===== src/rtl/enet_pkg.sv =====
// Shared types and constants for the DM9000A register-level bus controller.
// No logic; constants only.
// Imported by the controller and its cycle timer.
package enet_pkg;

  // Post-command delay codes. Any code at or above LONG_DELAY selects the long delay.
  localparam logic [2:0] NO_DELAY   = 3'd0;
  localparam logic [2:0] STD_DELAY  = 3'd1;
  localparam logic [2:0] LONG_DELAY = 3'd2;

  // Levels on the DM9000A CMD pin.
  localparam logic INDEX = 1'b0;
  localparam logic DATA  = 1'b1;

  typedef enum logic [2:0] {
    IDLE,
    IDX_SETUP,
    IDX_PULSE,
    IDX_HOLD,
    DAT_SETUP,
    DAT_PULSE,
    DAT_HOLD,
    POST_DELAY
  } bus_state_e;

  // A command, captured as a single unit when it is accepted.
  typedef struct packed {
    logic [7:0]  addr;
    logic [15:0] dataw;
    logic        write;
    logic [2:0]  dly;
  } cmd_t;

endpackage


===== src/rtl/enet_cycle_timer.sv =====
// Loadable 16-bit down-counter with a done flag. It times setup, pulse and post-delay phases.
// Latency: done_o is high in the cycle where the count reaches zero, which is load_val_i cycles after the load.
// Backpressure: none. A load always wins over counting, and the count holds at zero.
module enet_cycle_timer (
  input  logic        clk_i,
  input  logic        rst_i,
  input  logic        load_i,
  input  logic [15:0] load_val_i,
  output logic        done_o
);

  logic [15:0] cnt_q;
  logic [15:0] cnt_d;

  // Next count: a load takes priority; otherwise count down and stop at zero without wrapping.
  always_comb begin
    cnt_d = cnt_q;
    if (load_i) begin
      cnt_d = load_val_i;
    end else if (cnt_q != 16'd0) begin
      cnt_d = cnt_q - 16'd1;
    end
  end

  // Count register.
  always_ff @(posedge clk_i or posedge rst_i) begin
    if (rst_i) begin
      cnt_q <= 16'd0;
    end else begin
      cnt_q <= cnt_d;
    end
  end

  assign done_o = (cnt_q == 16'd0);

endmodule


===== src/rtl/enet_bus_controller.sv =====
// DM9000A register access. Each command becomes an index cycle followed by a data cycle, then an optional hold-off.
// Latency: 2*(SETUP_CYCLES+PULSE_CYCLES+1) cycles plus the selected delay, counted from the accept edge to rdy_out.
// Backpressure: start_comm_in is honoured only while rdy_out=1. Otherwise it is dropped and nothing is queued.
module enet_bus_controller
  import enet_pkg::*;
#(
  parameter int unsigned SETUP_CYCLES      = 1,
  parameter int unsigned PULSE_CYCLES      = 2,
  parameter int unsigned STD_DELAY_CYCLES  = 16,
  parameter int unsigned LONG_DELAY_CYCLES = 50000
) (
  input  logic        Clock,
  input  logic        Reset,
  input  logic        start_comm_in,
  input  logic [7:0]  addr_in,
  input  logic [15:0] dataw_in,
  input  logic        write_in,
  input  logic [2:0]  post_command_delay_in,
  output logic        rdy_out,
  output logic [15:0] datar_out,
  output logic        datar_valid_out,
  input  logic [15:0] enet_data_in,
  output logic [15:0] enet_data_out,
  output logic        enet_data_oe,
  output logic        enet_cmd_out,
  output logic        enet_cs_n_out,
  output logic        enet_iow_n_out,
  output logic        enet_ior_n_out
);

  // The timer counts down to zero, so each phase loads its length minus one.
  localparam logic [15:0] SETUP_LD = 16'(SETUP_CYCLES - 1);
  localparam logic [15:0] PULSE_LD = 16'(PULSE_CYCLES - 1);
  localparam logic [15:0] STD_LD   = 16'(STD_DELAY_CYCLES - 1);
  localparam logic [15:0] LONG_LD  = 16'(LONG_DELAY_CYCLES - 1);

  bus_state_e  state_q, state_d;
  cmd_t        cmd_q, cmd_d;
  logic [15:0] datar_q, datar_d;
  logic        datar_vld_q, datar_vld_d;
  logic        tmr_load;
  logic [15:0] tmr_val;
  logic        tmr_done;
  logic [15:0] dly_ld;
  logic        accept;

  enet_cycle_timer u_timer (
    .clk_i      (Clock),
    .rst_i      (Reset),
    .load_i     (tmr_load),
    .load_val_i (tmr_val),
    .done_o     (tmr_done)
  );

  // Ready also covers the last busy cycle: DAT_HOLD when no delay is selected, or the final POST_DELAY count.
  // A new command can therefore follow with no idle gap.
  always_comb begin
    rdy_out = (state_q == IDLE) ||
              (state_q == DAT_HOLD && cmd_q.dly == NO_DELAY) ||
              (state_q == POST_DELAY && tmr_done);
  end

  assign accept = rdy_out && start_comm_in;

  // Map the captured delay code to a counter preload.
  always_comb begin
    dly_ld = 16'd0;
    if (cmd_q.dly == STD_DELAY) begin
      dly_ld = STD_LD;
    end else if (cmd_q.dly >= LONG_DELAY) begin
      dly_ld = LONG_LD;
    end
  end

  // Next state and pin drive. The pins decode from state_q only, so an asynchronous reset releases them at once.
  always_comb begin
    state_d         = state_q;
    cmd_d           = cmd_q;
    datar_d         = datar_q;
    datar_vld_d     = 1'b0;
    tmr_load        = 1'b0;
    tmr_val         = SETUP_LD;
    enet_data_out   = 16'h0000;
    enet_data_oe    = 1'b0;
    enet_cmd_out    = INDEX;
    enet_cs_n_out   = 1'b1;
    enet_iow_n_out  = 1'b1;
    enet_ior_n_out  = 1'b1;

    case (state_q)
      IDX_SETUP, IDX_PULSE, IDX_HOLD: begin
        enet_cmd_out  = INDEX;
        enet_cs_n_out = 1'b0;
        enet_data_oe  = 1'b1;
        enet_data_out = {8'h00, cmd_q.addr};
      end
      DAT_SETUP, DAT_PULSE, DAT_HOLD: begin
        enet_cmd_out  = DATA;
        enet_cs_n_out = 1'b0;
        enet_data_oe  = cmd_q.write;
        enet_data_out = cmd_q.write ? cmd_q.dataw : 16'h0000;
      end
      default: ;
    endcase

    case (state_q)
      IDX_SETUP: begin
        if (tmr_done) begin
          tmr_load = 1'b1;
          tmr_val  = PULSE_LD;
          state_d  = IDX_PULSE;
        end
      end
      IDX_PULSE: begin
        enet_iow_n_out = 1'b0;
        if (tmr_done) state_d = IDX_HOLD;
      end
      IDX_HOLD: begin
        tmr_load = 1'b1;
        tmr_val  = SETUP_LD;
        state_d  = DAT_SETUP;
      end
      DAT_SETUP: begin
        if (tmr_done) begin
          tmr_load = 1'b1;
          tmr_val  = PULSE_LD;
          state_d  = DAT_PULSE;
        end
      end
      DAT_PULSE: begin
        enet_iow_n_out = !cmd_q.write;
        enet_ior_n_out = cmd_q.write;
        if (tmr_done) begin
          state_d = DAT_HOLD;
          // Sample the bus on the last strobe cycle, so the data is presented during DAT_HOLD.
          if (!cmd_q.write) begin
            datar_d     = enet_data_in;
            datar_vld_d = 1'b1;
          end
        end
      end
      DAT_HOLD: begin
        if (cmd_q.dly == NO_DELAY) begin
          state_d = IDLE;
        end else begin
          tmr_load = 1'b1;
          tmr_val  = dly_ld;
          state_d  = POST_DELAY;
        end
      end
      POST_DELAY: begin
        if (tmr_done) state_d = IDLE;
      end
      default: ;
    endcase

    // A new command is accepted only in a ready cycle, so this overrides the exit taken above.
    if (accept) begin
      cmd_d    = '{addr: addr_in, dataw: dataw_in, write: write_in, dly: post_command_delay_in};
      tmr_load = 1'b1;
      tmr_val  = SETUP_LD;
      state_d  = IDX_SETUP;
    end
  end

  // State, command and read-data registers.
  always_ff @(posedge Clock or posedge Reset) begin
    if (Reset) begin
      state_q     <= IDLE;
      cmd_q       <= '0;
      datar_q     <= 16'h0000;
      datar_vld_q <= 1'b0;
    end else begin
      state_q     <= state_d;
      cmd_q       <= cmd_d;
      datar_q     <= datar_d;
      datar_vld_q <= datar_vld_d;
    end
  end

  assign datar_out       = datar_q;
  assign datar_valid_out = datar_vld_q;

endmodule


===== config.mk =====
export PLATFORM = sky130hd
export DESIGN_NAME = enet_bus_controller
export DESIGN_NICKNAME = d
export VERILOG_FILES = /design/src/rtl/enet_pkg.sv /design/src/rtl/enet_cycle_timer.sv /design/src/rtl/enet_bus_controller.sv
export SDC_FILE = /design/constraint.sdc
export NUM_CORES = 1
export LEC_CHECK = 0
export CELL_PAD_IN_SITES_DETAIL_PLACEMENT = 1
export CELL_PAD_IN_SITES_GLOBAL_PLACEMENT = 1
export CORE_MARGIN = 1
export CORE_UTILIZATION = 34
export CTS_CLUSTER_DIAMETER = 40
export DETAILED_ROUTE_END_ITERATION = 10
export HOLD_SLACK_MARGIN = 0.08
export PLACE_DENSITY_LB_ADDON = 0.12
export SLEW_MARGIN = 10
export SYNTH_ARGS = -nofsm -noshare
export SYNTH_HDL_FRONTEND = slang
export SYNTH_SLANG_ARGS = --single-unit
export TNS_END_PERCENT = 30

===== constraint.sdc =====
create_clock -name Clock -period 2.52 [get_ports Clock]
set_input_delay 0.378 -clock Clock [delete_from_list [all_inputs] [get_ports Clock]]
set_output_delay 0.378 -clock Clock [all_outputs]
set_load 0.02 [all_outputs]

=== After elaboration in Yosys (flattened, before gate mapping) ===
Index checks and enable logic that the tools add are counted.
Widths: inputs -> output; s select.

* $add $sub $neg: 1
* $mul: 0
* Div/mod/pow operators: 0
* $lt $le $gt $ge: 1
* Equal/unequal tests: 13
* Shifts and indexed selects: 0
* Muxes and demuxes: 30
* Bitwise gates (word level): 1
* Reduce and logical (&&, ||, !) cells: 18

{| class="wikitable"
|+ Operator list
! kind !! number
|-
| $mux 16 || 7
|-
| $pmux 16 s2 || 2
|-
| $mux 3 || 7
|-
| $pmux 3 s7 || 1
|-
| $logic_not 16->1 || 1
|-
| $reduce_bool 16->1 || 1
|-
| $sub 16x1->16 const B || 1
|-
| $ne 3x3->1 const B || 5
|-
| $eq 3x3->1 const B || 4
|-
| $mux 1 || 10
|-
| $reduce_bool 8->1 || 1
|-
| $eq 3x1->1 const B || 2
|-
| $eq 3x2->1 const B || 2
|-
| $logic_not 3->1 || 2
|-
| $reduce_and 6->1 || 1
|-
| $reduce_or 3->1 || 2
|-
| $reduce_or 6->1 || 1
|-
| $pmux 1 s2 || 2
|-
| $ge 3x2->1 const B || 1
|-
| $logic_and 1x1->1 || 3
|-
| $pmux 1 s3 || 1
|-
| $reduce_and 3->1 || 1
|-
| $logic_or 1x1->1 || 2
|-
| $reduce_bool 2->1 || 1
|-
| other kinds (3) || 3
|}

* Bits in registers: 64
* Bits in latches: 0
* Memory bits (writable): 0
* ROM bits: 0
* Input bits: 47
* Output and inout bits: 39
* Word-level logic and storage cells: 72
* Memories kept: 0

=== Longest topological paths before layout ===
Gate-level depths: netlist (run 1).

* Depth in word-level cells: 7
* Gate-level depth with buffers: 9
* Mapped depth without buffers: 7

=== By module ===
Synthesis (run 1) repeated with hierarchy kept, for this count alone.

* Cells, all modules: 345
* Area, all modules: 3,427.0 sq um

{| class="wikitable"
|+ Modules (own cells, without submodules)
! module !! times used !! cells an instance !! area an instance (sq um) !! seq. area each (sq um)
|-
| enet_bus_controller || 1 || 243 || 2,433.6 || 1,201.2
|-
| enet_cycle_timer || 1 || 102 || 993.5 || 400.4
|}

=== Worst setup path after synthesis (run 1) ===
No wires, ideal clock.

* Path kind: flip-flop to flip-flop
* From: reg u_timer.cnt_q[0]
* To: reg datar_q[0], in the netlist datar_out[0]
* Data arrival time: 2.214 ns
* Data required time: 2.395 ns
* Path slack: 0.181 ns
* Cell stages (with the launch flop): 9
* Path buffers: 1
* Period minus slack after synthesis: 2.339 ns
* Path through: dfrtp_1 > inv_1 > ha_1 > nor3b_1 > nor3b_2 > nand2_2 > nor2_4 > buf_6 > mux2_2

* Word-level cells in the longest chain between the ends: 2

{| class="wikitable"
|+ Ends and longest elaborated chain
! item !! RTL line !! source
|-
| start, declared || enet_cycle_timer.sv:12 || <nowiki>logic [15:0] cnt_q;</nowiki>
|-
| start signal, assigned || enet_cycle_timer.sv:30 || <nowiki>cnt_q <= cnt_d;</nowiki>
|-
| $logic_not 16->1 || enet_cycle_timer.sv:34 || <nowiki>assign done_o = (cnt_q == 16'd0);</nowiki>
|-
| $reduce_and 3->1 (no line) || - ||
|-
| end signal, assigned || enet_bus_controller.sv:176 || <nowiki>datar_q <= datar_d;</nowiki>
|-
| end, declared || enet_bus_controller.sv:39 || <nowiki>logic [15:0] datar_q, datar_d;</nowiki>
|}

No other way between the ends.
A chain may end at the register's enable or synchronous reset.

=== Final worst setup path (run 1) ===
* From: reg state_q[2]
* To: out enet_ior_n_out

* Word-level cells in the longest chain between the ends: 2

{| class="wikitable"
|+ Ends and longest elaborated chain
! item !! RTL line !! source
|-
| start, declared || enet_bus_controller.sv:37 || <nowiki>bus_state_e state_q, state_d;</nowiki>
|-
| start signal, assigned || enet_bus_controller.sv:174 || <nowiki>state_q <= state_d;</nowiki>
|-
| $eq 3x3->1 || enet_bus_controller.sv:106 || <nowiki>case (state_q)</nowiki>
|-
| $mux 1 || enet_bus_controller.sv:106 ||
|-
| end, declared || enet_bus_controller.sv:28 || <nowiki>output logic enet_ior_n_out</nowiki>
|}

No other way between the ends.

==> results of run 1 <==
state kept, by name (all words and copies together) (netlist names):
name / cells
u_timer.cnt_q: 16
cmd_q: 28
datar_out: 16
state_q: 3
datar_valid_out: 1
where the power goes:
| part | switching (mW) | total, mW | leakage, nW | internal (mW) |
|---|---|---|---|---|
| combinational | 0.960 | 2.00 | 1.15 | 1.04 |
| sequential | 0.289 | 1.71 | 0.817 | 1.42 |
| clock | 0.441 | 0.897 | 0.0879 | 0.456 |
metal layers:
layer	GRT usage (%)	share of wire (%)	vias to the layer above
li1	-	-	1245
met1	23.53	42	1346
met2	32.44	49	63
met3	6.817	7.2	10
met4	6.109	1.4	0
met5	0	0	-
repair_timing:
item | 4_1_cts | 5_1_grt
setup endpoints to repair | 10 | 13
gates resized for setup | 9 | 5
pin swaps | 1 | 0
metrics by stage:
stage	cell area (um^2)	utilization, %	setup slack (ns)	hold slack (ns)
2_1_floorplan	3206	-	0.1810	0.4646
3_5_place_dp	4402	47.86	0.07119	0.4894
4_1_cts	4603	50.05	0.001354	0.4047
6_report	4607	50.10	0.1140	0.4016
3_3_place_gp	4402	47.86	0.08174	0.4775
5_1_grt	4607	50.10	0.004350	0.4454
worst max-delay path by stage:
stage	start	end	slack, ns
2_1_floorplan	u_timer.cnt_q[0]	datar_out[0]	0.18
3_3_place_gp	u_timer.cnt_q[0]	rdy_out	0.08
3_5_place_dp	u_timer.cnt_q[0]	rdy_out	0.07
4_1_cts	u_timer.cnt_q[5]	rdy_out	0.001
5_1_grt	state_q[1]	enet_data_out[6]	0.004
6_report	state_q[2]	enet_ior_n_out	0.11
cells in the final DEF, fill, tap and decap left out, types with 2 or more instances in the layout:
cell type | synthesis | layout
mux2_2 | 43 | 43
nor2_1 | 16 | 15
nor2b_1 | 2 | 2
nor4b_1 | 3 | 3
a22o_1 | 8 | 8
o21ai_0 | 5 | 5
inv_1 | 4 | 3
clkdlybuf4s50_1 | 0 | 79
dfrtp_1 | 64 | 63
nand3b_1 | 4 | 4
a2bb2oi_1 | 8 | 8
nor4_2 | 2 | 2
xor2_1 | 3 | 3
nand2_1 | 9 | 9
clkbuf_8 | 0 | 9
dlymetal6s2s_1 | 0 | 3
a21oi_1 | 9 | 9
clkinvlp_4 | 0 | 3
and3_1 | 8 | 8
or4_4 | 2 | 2
nand2b_1 | 2 | 2
nor4_1 | 2 | 2
xnor2_1 | 8 | 8
ha_1 | 2 | 2
nor3b_2 | 1 | 2
or3_1 | 6 | 6
nor3_1 | 11 | 11
a211oi_1 | 4 | 4
buf_4 | 0 | 30
nand3_1 | 4 | 4
dlygate4sd2_1 | 0 | 2
buf_12 | 0 | 3
layout make-up:
| class | instances | area, um^2 | area share (%) |
|---|---|---|---|
| Clock buffer | 9 | 123.9 | 2.689 |
| Multi-Input combinational cell | 190 | 1520 | 33.00 |
| Sequential cell | 64 | 1603 | 34.79 |
| Clock inverter | 6 | 70.07 | 1.521 |
| Timing Repair Buffer | 118 | 1136 | 24.66 |
| Inverter | 4 | 15.01 | 0.3259 |
| Tap cell | 111 | 138.9 | 3.015 |
logic make-up (layout without fill, tap and decap cells):
logic type               Yosys count  in the layout
XOR/XNOR                          11             11
adder cells (fa/ha/maj)            2              2
flip-flops                        64             64
multiplexers                      44             44
AND/OR/NAND/NOR                   85             85
AO/OA/AOI/OAI                     48             48
buffers and inverters             20            137
==> metrics.md, run 1 <==
| Metric | Value |
|---|---|
| Post-synthesis xor/xnor area fraction | `3.005%` |
| I/O pin count | `86` |
| Largest family of logic cells by synthesized area | `simple AND/OR/NAND/NOR gates` |
| Startpoint Class | `flip-flop` |
| FFs w/ async S/R, synth | `100.0%` |
| Cells after DPL | `487` |
| Total CTS buffers | `9` |
| PD cells | `1000 mW/mm^2` |
| Fin crit period | `2.406 ns` |
| Crit path largest cell delay | `0.58 ns` |
| Post-DR wirelength/cell | `17.59 um` |
| Max H-tree Level | `3` |
| Clock tree buffer depth | `2` |
| Max-cap violations | `0` |
| Unrepaired setup endpoints after global routing | `no` |
| Total grt overflow | `0` |
| Core box area | `0.009196 mm^2` |
| # port buffers | `85` |
| Top FF cell, synth | `dfrtp_1` |
| Final WL | `8831 um` |
| Synth area leaders | `dfrtp_1, mux2_2, a22o_1` |
| Sequential area share after synthesis | `49.96%` |
| Final hold vios | `0` |
| Pins Over Slew Limit | `0` |
| Commonest cells post-synth | `dfrtp_1, mux2_2, nor2_1, nor3_1, clkbuf_1` |
| Sum Neg Setup Slack | `0 ns` |
| Row count | `35` |
| Vias in the first global route | `2880` |
| Worst r2r src | `u_timer.cnt_q[0]` |
| Yosys Warn Count | `0` |
| Area Overhead vs Synth | `43.72%` |
| Power, Total | `4.608 mW` |
| Leakage Power | `2.056 nW` |
| Worst path required time | `2.14 ns` |
| Worst Setup Path Type | `reg2out` |
| Number of DRC markers in iteration 0 | `64` |
| Fill count | `1006` |
| Worst R2R Path Depth | `9` |
| ANT nets after route | `0` |
| Initial Utilization | `34.86%` |
| R2r setup slk | `0.22 ns` |
| Synthesized Nets | `323` |
| Via-to-Cell Ratio | `5.307` |
| CTS Root Cell | `clkbuf_8` |
| Worst path depth | `4` |
| Mapped Area | `0.003206 mm^2` |
| DIE AREA | `0.009821 mm^2` |
| Vert. Die Dim | `99.10 um` |
| Die Wd | `99.10 um` |
| Hold_buf cts | `0` |
| TritonRoute pass-1 iters | `5` |
| Global-route wire length before repair | `14680 um` |
| Slew @ Worst Pin | `0.6101 ns` |
| Global Route Usage Sum | `19.40%` |
| Clock Skew | `0.01080 ns` |
| Biggest area consumer among synthesized cells | `dfrtp_1` |
| CP Capture Type | `output port` |
| Max Clk Rate | `415.6 MHz` |
| DR vias | `2664` |
| Final setup fails | `0` |
| Post-CTS Setup Bufs | `0` |
| Total clock sinks | `64` |
| CP top delay family | `buffers and inverters` |
| Yosys cell types | `55` |
| Fin cells | `502` |
| Maximum VDD drop | `0.4814 mV` |
| Final nets | `436` |
| Period utilization | `95.48%` |
| GPL Wtd Cong | `0.7562` |
| HP Class | `in2async` |
| Clk_lat worst skew | `0.34 ns` |
| Drt drc | `0` |
| Largest net degree at the start of global routing | `41` |
| Post-synthesis mux area share | `15.46%` |
| Number of synthesized flops with an enable pin | `0` |
| Critical Path AT | `2.03 ns` |
| Post-DP HPWL | `6363 um` |
| Status | `finished, final reports clean` |
| Slowest-stage cell, CP | `clkdlybuf4s50_1` |
| R2R Path End | `cmd_q[9]` |
| CP bufs+invs | `2` |
| Synth Area in Simple Gates | `16.12%` |
| Slew headroom | `59.33%` |
| Initial antenna violation count | `0` |
| Avg Cell Area, Syn | `11.70 um^2` |
| N_diodes | `0` |
| CTS tree | `built` |
| Adder-cell share of the synthesized area | `0.7806%` |
| Instance count of the mapped netlist | `274` |
| Layout cells sized above 1 | `28.13%` |
| #FFs+latches synth | `64` |
| Compound-Gate Fraction of Synth Area | `11.32%` |
| Count leader, synth | `dfrtp_1` |
| Crit Path Max Fanout | `13` |
| Share of the synthesized area in the top cell type | `49.96%` |
| Clk slew on worst S/H paths | `0.08 ns` |
| CP cell instances | `buf_4 > nand2_1 > or3_1 > clkdlybuf4s50_1` |
Power figures use the tool's default switching activity.
==> run 2, diff against run 1 <==
- CTS_CLUSTER_DIAMETER: 40 -> not set
==> results of run 2 <==
The final DEF is identical to that of run 1; final timing and power are the same.
==> run 3, diff against run 2 <==
- ABC_CLOCK_PERIOD_IN_PS: not set -> 2520
==> results of run 3 <==
The final DEF is identical to that of run 1; final timing and power are the same.
